[src/rtl/fifo_write_arbiter_if.sv]
// Write-side bundle between requesters, the round-robin arbiter and the FIFO.
//   req/req_data : requester words, slice i = req_data[i*WIDTH +: WIDTH]
//   ack          : one-hot accept strobe back to the requesters
//   full         : FIFO full flag
//   write_en/write_data : FIFO write port
//   grant_valid/grant_id : current grant holder
// master = arbiter side, slave = requester/FIFO side.
interface fifo_write_arbiter_if #(
    parameter int unsigned N_REQ = 4,
    parameter int unsigned WIDTH = 8
);
    localparam int unsigned ID_W = (N_REQ > 1) ? $clog2(N_REQ) : 1;

    logic [N_REQ-1:0]       req;
    logic [N_REQ*WIDTH-1:0] req_data;
    logic [N_REQ-1:0]       ack;
    logic                   full;
    logic                   write_en;
    logic [WIDTH-1:0]       write_data;
    logic                   grant_valid;
    logic [ID_W-1:0]        grant_id;

    modport master (
        input  req, req_data, full,
        output ack, write_en, write_data, grant_valid, grant_id
    );

    modport slave (
        output req, req_data, full,
        input  ack, write_en, write_data, grant_valid, grant_id
    );
endinterface

[src/rtl/fifo_write_arbiter.sv]
// Round-robin arbiter sharing the async FIFO write port among N_REQ requesters.
// Grants one requester for a burst of up to MAX_BURST words, stalls on full,
// and hands off to the next requester with no bubble cycle.
//   wr_clk  : write-domain clock
//   reset_n : asynchronous active-low reset
//   bus     : fifo_write_arbiter_if.master (requests, FIFO write port, grant)
module fifo_write_arbiter #(
    parameter int unsigned N_REQ     = 4,
    parameter int unsigned WIDTH     = 8,
    parameter int unsigned MAX_BURST = 4
) (
    input  logic                  wr_clk,
    input  logic                  reset_n,
    fifo_write_arbiter_if.master  bus
);
    localparam int unsigned ID_W  = (N_REQ > 1) ? $clog2(N_REQ) : 1;
    localparam int unsigned CNT_W = $clog2(MAX_BURST + 1);

    typedef enum logic {IDLE = 1'b0, GRANT = 1'b1} state_t;

    state_t           st_q, st_d;
    logic [ID_W-1:0]  gid_q, gid_d;
    logic [ID_W-1:0]  ptr_q, ptr_d;
    logic [CNT_W-1:0] cnt_q, cnt_d;

    logic             cur_req;
    logic             wr_c;
    logic [ID_W-1:0]  gid_next;
    logic [CNT_W-1:0] cnt_inc;
    logic [WIDTH-1:0] slice_c;

    logic [N_REQ-1:0] arb_mask;
    logic [ID_W-1:0]  arb_start;
    logic [ID_W-1:0]  arb_sel;
    logic             arb_found;

    logic [N_REQ-1:0] ack_c;
    logic             release_c;

    // Per-cycle view of the current grant holder.
    always_comb begin
        cur_req  = bus.req[gid_q];
        wr_c     = (st_q == GRANT) && cur_req && !bus.full;
        gid_next = (gid_q == ID_W'(N_REQ - 1)) ? '0 : gid_q + ID_W'(1);
        cnt_inc  = cnt_q + CNT_W'(1);
        slice_c  = '0;
        for (int i = 0; i < int'(N_REQ); i++) begin
            if (ID_W'(i) == gid_q) begin
                slice_c = bus.req_data[i*WIDTH +: WIDTH];
            end
        end
    end

    // Round-robin search; on release it starts after the holder, and a
    // withdrawn holder is masked so it cannot win its own handoff.
    always_comb begin
        int unsigned     idx;
        logic [ID_W-1:0] idx_w;
        arb_start = (st_q == GRANT) ? gid_next : ptr_q;
        arb_mask  = bus.req;
        if ((st_q == GRANT) && !cur_req) begin
            arb_mask[gid_q] = 1'b0;
        end
        arb_found = 1'b0;
        arb_sel   = '0;
        idx       = 0;
        idx_w     = '0;
        for (int unsigned k = 0; k < N_REQ; k++) begin
            idx = 32'(arb_start) + k;
            if (idx >= N_REQ) begin
                idx = idx - N_REQ;
            end
            idx_w = ID_W'(idx);
            if (!arb_found && arb_mask[idx_w]) begin
                arb_found = 1'b1;
                arb_sel   = idx_w;
            end
        end
    end

    // Next-state logic and write-port outputs.
    always_comb begin
        st_d      = st_q;
        gid_d     = gid_q;
        ptr_d     = ptr_q;
        cnt_d     = cnt_q;
        ack_c     = '0;
        release_c = 1'b0;

        if (st_q == IDLE) begin
            if (arb_found) begin
                st_d  = GRANT;
                gid_d = arb_sel;
                cnt_d = '0;
            end
        end else begin
            ack_c[gid_q] = wr_c;
            release_c    = !cur_req || (wr_c && (cnt_inc == CNT_W'(MAX_BURST)));
            if (wr_c) begin
                cnt_d = cnt_inc;
            end
            if (release_c) begin
                ptr_d = gid_next;
                cnt_d = '0;
                if (arb_found) begin
                    gid_d = arb_sel;
                end else begin
                    st_d = IDLE;
                end
            end
        end
    end

    // State register.
    always_ff @(posedge wr_clk or negedge reset_n) begin
        if (!reset_n) begin
            st_q  <= IDLE;
            gid_q <= '0;
            ptr_q <= '0;
            cnt_q <= '0;
        end else begin
            st_q  <= st_d;
            gid_q <= gid_d;
            ptr_q <= ptr_d;
            cnt_q <= cnt_d;
        end
    end

    assign bus.write_en    = wr_c;
    assign bus.ack         = ack_c;
    assign bus.write_data  = wr_c ? slice_c : '0;
    assign bus.grant_valid = (st_q == GRANT);
    assign bus.grant_id    = gid_q;

endmodule

[src/flat_wrapper.sv]
// flat-port wrapper written by rule: the top's interface ports become plain ports
module fifo_write_arbiter_flat 
#(
    parameter int unsigned N_REQ     = 4,
    parameter int unsigned WIDTH     = 8,
    parameter int unsigned MAX_BURST = 4
)
  (wr_clk, reset_n, bus_req, bus_req_data, bus_full, bus_ack, bus_write_en, bus_write_data, bus_grant_valid, bus_grant_id);
  fifo_write_arbiter_if #(.N_REQ(N_REQ), .WIDTH(WIDTH)) bus_i ();
  input  logic wr_clk;
  input  logic reset_n;
  input wire logic [$bits(bus_i.req)-1:0] bus_req;
  input wire logic [$bits(bus_i.req_data)-1:0] bus_req_data;
  input wire logic [$bits(bus_i.full)-1:0] bus_full;
  output wire logic [$bits(bus_i.ack)-1:0] bus_ack;
  output wire logic [$bits(bus_i.write_en)-1:0] bus_write_en;
  output wire logic [$bits(bus_i.write_data)-1:0] bus_write_data;
  output wire logic [$bits(bus_i.grant_valid)-1:0] bus_grant_valid;
  output wire logic [$bits(bus_i.grant_id)-1:0] bus_grant_id;
  assign bus_i.req = bus_req;
  assign bus_i.req_data = bus_req_data;
  assign bus_i.full = bus_full;
  assign bus_ack = bus_i.ack;
  assign bus_write_en = bus_i.write_en;
  assign bus_write_data = bus_i.write_data;
  assign bus_grant_valid = bus_i.grant_valid;
  assign bus_grant_id = bus_i.grant_id;
  fifo_write_arbiter #(.N_REQ(N_REQ), .WIDTH(WIDTH), .MAX_BURST(MAX_BURST)) u_core (.wr_clk(wr_clk), .reset_n(reset_n), .bus(bus_i));
endmodule
[config.mk]
export PLATFORM = sky130hd
export DESIGN_NAME = fifo_write_arbiter_flat
export DESIGN_NICKNAME = d
export VERILOG_FILES = /design/src/rtl/fifo_write_arbiter_if.sv /design/src/rtl/fifo_write_arbiter.sv /design/src/flat_wrapper.sv
export SDC_FILE = /design/constraint.sdc
export NUM_CORES = 1
export LEC_CHECK = 0
export ABC_AREA = 1
export CAP_MARGIN = 20
export CORE_MARGIN = 2
export CORE_UTILIZATION = 40
export CTS_CLUSTER_DIAMETER = 120
export DETAILED_ROUTE_END_ITERATION = 16
export GPL_TIMING_DRIVEN = 0
export PLACE_DENSITY = 0.87
export REMOVE_ABC_BUFFERS = 1
export SLEW_MARGIN = 10
export SYNTH_ARGS = -nofsm -noshare
export SYNTH_HDL_FRONTEND = slang
export SYNTH_SLANG_ARGS = --single-unit
[constraint.sdc]
create_clock -name wr_clk -period 3 [get_ports wr_clk]
set_clock_uncertainty 0.2 [all_clocks]
set_input_delay 0.9 -clock wr_clk [delete_from_list [all_inputs] [get_ports wr_clk]]
set_output_delay 0.9 -clock wr_clk [all_outputs]
set_load 0.005 [all_outputs]
# Word-level counts from Yosys, hierarchy flattened
# Index checks and enable logic that the tools add are counted.
# Widths: inputs -> output; s select.
classes:
  n_addsub: 9
  magnitude_cmp: 10
  n_eq_ne: 7
  n_mux: 43
  n_bitwise: 3
  n_reduce_logical: 18
op_table:
  columns: ["cell", "n"]
  rows:
  - ["$mux 8", 5]
  - ["$mux 2", 13]
  - ["$lt 2x3->1 const B", 5]
  - ["$mux 1", 13]
  - ["$mux 3", 4]
  - ["$bmux 1 s2", 5]
  - ["$ge 3x3->1 const B", 3]
  - ["$and 4x4->4", 2]
  - ["$logic_and 1x1->1", 8]
  - ["$mux 4", 2]
  - ["$sub 2x1->2 const B", 4]
  - ["$add 2x2->3 const B", 2]
  - ["$logic_not 1->1", 5]
  - ["$eq 2x2->1 const A", 2]
  - ["$not 4->4", 1]
  - ["$reduce_and 2->1", 2]
  - ["$add 2x1->3 const B", 1]
  - ["$add 3x1->3 const B", 1]
  - ["$eq 3x3->1 const B", 1]
  - ["$ge 2x3->1 const B", 1]
  - ["$ne 3x3->1 const B", 1]
  - ["$add 2x1->2 const B", 1]
  - ["$demux 1 s2", 1]
  - ["$eq 1x2->1 const A", 1]
  - ["6 further kinds", 6]
totals:
  reg_bits: 8
  out_inout_bits: 16
  word_cells: 94

# Logic depth before layout (Yosys ltp)
depth:
  word_depth: 22
  ltp_mapped: 15
  depth_no_buf: 15

# Worst setup path before layout
# No wires, ideal clock.
synth_path:
  path_kind: "input -> output"
  startpoint: "input bus_req[3]"
  endpoint: "output bus_write_data[1]"
  arrival_ns: 1.934
  path_slack_ns: -0.034
  stages: 9
  n_path_buf: 1
  path_cell_list: "nand2_1 nand3_2 nand2_4 nor2_1 inv_1 nor2_1 inv_1 clkbuf_1 a211oi_1"
synth_via:
  elab_chain_len: 5
synth_rtl:
  columns: ["item", "line_no", "rtl"]
  rows:
  - ["start, declared", "flat_wrapper.sv:12", "input wire logic [$bits(bus_i.req)-1:0] bus_req;"]
  - ["$bmux 1 s2", "fifo_write_arbiter.sv:42", "cur_req = bus.req[gid_q];"]
  - ["$mux 1 (not written as such)", "fifo_write_arbiter.sv:42", null]
  - ["$logic_and 1x1->1 (2 in series)", "fifo_write_arbiter.sv:43", "wr_c = (st_q == GRANT) && cur_req && !bus.full;"]
  - ["named net bus_write_en", "flat_wrapper.sv:16", "output wire logic [$bits(bus_i.write_en)-1:0] bus_write_en;"]
  - ["$mux 8", "fifo_write_arbiter.sv:131", "assign bus.write_data = wr_c ? slice_c : '0;"]
  - ["end, declared", "flat_wrapper.sv:17", "output wire logic [$bits(bus_i.write_data)-1:0] bus_write_data;"]
# The timed path passes the listed nets, and every way through them passes these cells. The select of a mux whose other input is x is not followed.

# Final worst setup path
layout_path:
  startpoint: "input bus_req[3]"
  endpoint: "output bus_write_data[5]"
layout_via:
  elab_chain_len: 5
layout_rtl:
  columns: ["item", "line_no"]
  rows:
  - ["$bmux 1 s2", "fifo_write_arbiter.sv:42"]
  - ["$mux 1 (not written as such)", "fifo_write_arbiter.sv:42"]
  - ["$logic_and 1x1->1 (2 in series)", "fifo_write_arbiter.sv:43"]
  - ["$mux 8", "fifo_write_arbiter.sv:131"]
# Every way passes these cells. The select of a mux whose other input is x is not followed.

==> results.yml <==
outcome:
  outcome: "finished, violations left"
  violations: "negative setup slack"
min_path:
  min_path_type: "reg -> reg"
power:
  power.internal_w: 0.000939
  finalPower_w: 0.00213
  switching_share_pct: 55.9
  clock_power_share_pct: 4.0
  seqPwrFrac_pct: 10.6
  power_leakage_nw: 0.934
  powerDensity_nw_per_um2: 1100
  power.switching_w: 0.00119
  p_comb_share_pct: 85.3
  peakVddDrop_v: 0.00109
final_layout:
  drive_gt1_share_pct: 34.0
  n_antenna_cell: 0
  area_growth_pct: 69.8
  fillers: 209
  layout.nets: 297
sta:
  worst_pin_slew_ps: 369
  drv_slew: 0
  setup_viol_count_final: 12
  tns_ps: -982
  fmax_mhz: 317
  grt_setup_unrepaired: "true"
  maxSlewHeadroom_pct: 75.3
  finalHoldViolations: 0
  worst_slack_ps: -152
  fin_crit_ps: 3150
  min_period_over_period_pct: 105
die:
  ios: 55
  die_w_um: 57.5
  row_count: 19
  die-area_um2: 3300
  start_util_pct: 41.8
  coreArea_um2: 2730
  die_y_um: 57.5
synthesis:
  synthArstFlopShare_pct: 100
  ys_types: 24
  yosysMostFrequentCell: "nand2_1"
  yosys_register_bits: 8
  synthMuxAreaShare_pct: 0
  netlist.area_leader.share_pct: 17.5
  synthAdderAreaFrac_pct: 6.56
  synth-edff-count: 0
  synth_ff_type: "dfrtp_1"
  netlist_instances: 184
  synth-xor-area-share_pct: 1.42
  yosys_warnings: 0
  synth-compound-area-share_pct: 12.9
  synth-simple-area-share_pct: 51.6
  seq_area_frac_synth_pct: 17.5
  synth_area_um2: 1140
  synth_top_family_by_area: "simple AND/OR/NAND/NOR gates"
  synth_common_cells: "nand2_1, nand3_1, nor2_1"
  syn_avg_cell_area_um2: 6.22
  synth_area_leaders: "dfrtp_1, nand3_1, nand2_1"
  synth_area_leader_cell: "dfrtp_1"
routing:
  first_pass_iters: 4
  wl_um: 4020
  via_count: 1485
  postRouteAntennaNets: 0
  drt_iter0_drc: 86
  drc: 0
  detail_route.wl_per_cell_um: 14.3
  vias_per_cell: 5.28
worst_setup_path:
  end_kind: "output port"
  worstPathMaxFanout: 4
  critPathKind: "in -> out"
  cp_data_required_time_ps: 1900
  worstPathArrival_ps: 2050
  critPathLaunchType: "input port"
placement:
  portBuffers: 54
  gp_congestion: 0.884
  dp_hpwl_um: 2540
clock_network:
  clock_latency_ps: 260
  htreeDepth: 1
  cts_tree: "yes"
  cts_hold_buf: 0
  clock_path_buffers: 2
  clk_transition_reported_paths_ps: 60
  cts_buffers: 3
  cts_sinks: 8
  cts-root-buf: "clkbuf_4"
grt:
  grt_max_degree: 18
  grt_pass1_vias: 1425
  track_usage_pct: 24.0
  grt_pass1_wl_um: 6330
  grt-ovfl-total: 0
  antenna_found_initial: 0
flow_run:
  cap_viol_max_count: 0
[sequential cells by signal (all words and copies together), names as in the netlist]
name and cells:
u_core.bus.grant_id 2, u_core.cnt_q 3, u_core.bus.grant_valid 1, u_core.ptr_q 2
[timing repair]
item / 4_1_cts / 5_1_grt
pin swaps: 7 / 5
endpoints found under the setup margin: 13 / 13
gates resized for setup: 108 / 21
setup buffers: 9 / 3
cloned: 3 / 0
[layer usage]
layer,vias up,global-route usage (%),routed length (µm)
met5,-,0,0
met4,0,6.98,45
met3,6,4.54,315
met2,58,42.2,2000
met1,670,29.5,1650
li1,751,-,-
[metrics by stage]
step	util (%)	setup WS, ps	instances	area, µm²	hold slack [ps]
finish	71.0	-152	281	1940	274
global route	71.0	-212	281	1940	299
CTS	67.0	-114	278	1830	274
detailed placement	61.7	-1130	263	1690	260
global placement	61.7	-1110	263	1690	260
floorplan	-	58.7	178	1110	242
[layout by cell type (no fill, tap or decap), drive strengths merged]
cell and count:
buf 29, a211oi 8, clkbuf 3, a21oi 1, clkinvlp 4, inv 17
clkinv 3, nand3 46, or2 1, clkdlybuf4s50 35, nand4 3, nor2 21
dlygate4sd2 1, o21ai 12, nand2 50, dfrtp 8, dlymetal6s2s 1, xnor2 1
ha 6
[worst max-delay path, stage by stage]
cell and delay (ps):
buf_8 80, nand2_4 40, nand3_2 100, nand2_4 70, nor2_4 90, inv_2 50, nor2_4 130, clkinvlp_4 170
buf_6 150, a211oi_2 130, buf_2 140
[path summary, 6_finish.rpt]
check                                             from                      to  slack (ps)  cells past startpoint
worst max-delay path                        bus_req[3]       bus_write_data[5]        -150                     11
worst min-delay path                   u_core.cnt_q[2]         u_core.cnt_q[2]         270                      2
worst max register to register  u_core.bus.grant_id[0]         u_core.cnt_q[0]         490                     14
worst min register to register         u_core.cnt_q[2]         u_core.cnt_q[2]         270                      2
max in group asynchronous                      reset_n  u_core.bus.grant_id[0]        1590                      1
min in group asynchronous                      reset_n         u_core.cnt_q[2]         710                      1
[layout make-up]
class	instances	area [µm²]	share of cell area, %
Tap cell	31	38.8	2.00
Inverter	21	100	5.15
Clock buffer	3	22.5	1.16
Multi-Input combinational cell	149	970	49.9
Timing Repair Buffer	66	587	30.2
Timing Repair inverter	3	20.0	1.03
Sequential cell	8	204	10.5
[kinds of logic (layout without fill, tap and decap cells)]
group	after synthesis	in the layout
compound gates	21	21
xor+xnor	1	1
fa+ha+maj	6	6
flops	8	8
simple gates	121	121
buf+inv	27	93
[power by group through the flow]
stage / logic (W) / clock network, W / registers (W)
after floorplan: 0.00112 / 0 / 0.000198
after global placement: 0.00148 / 0 / 0.000209
after detailed placement: 0.00149 / 0 / 0.000211
after CTS: 0.00166 / 0.0000860 / 0.000214
after global routing: 0.00202 / 0.0000948 / 0.000231
final: 0.00182 / 0.0000859 / 0.000226
(Power assumes the default switching activity.)
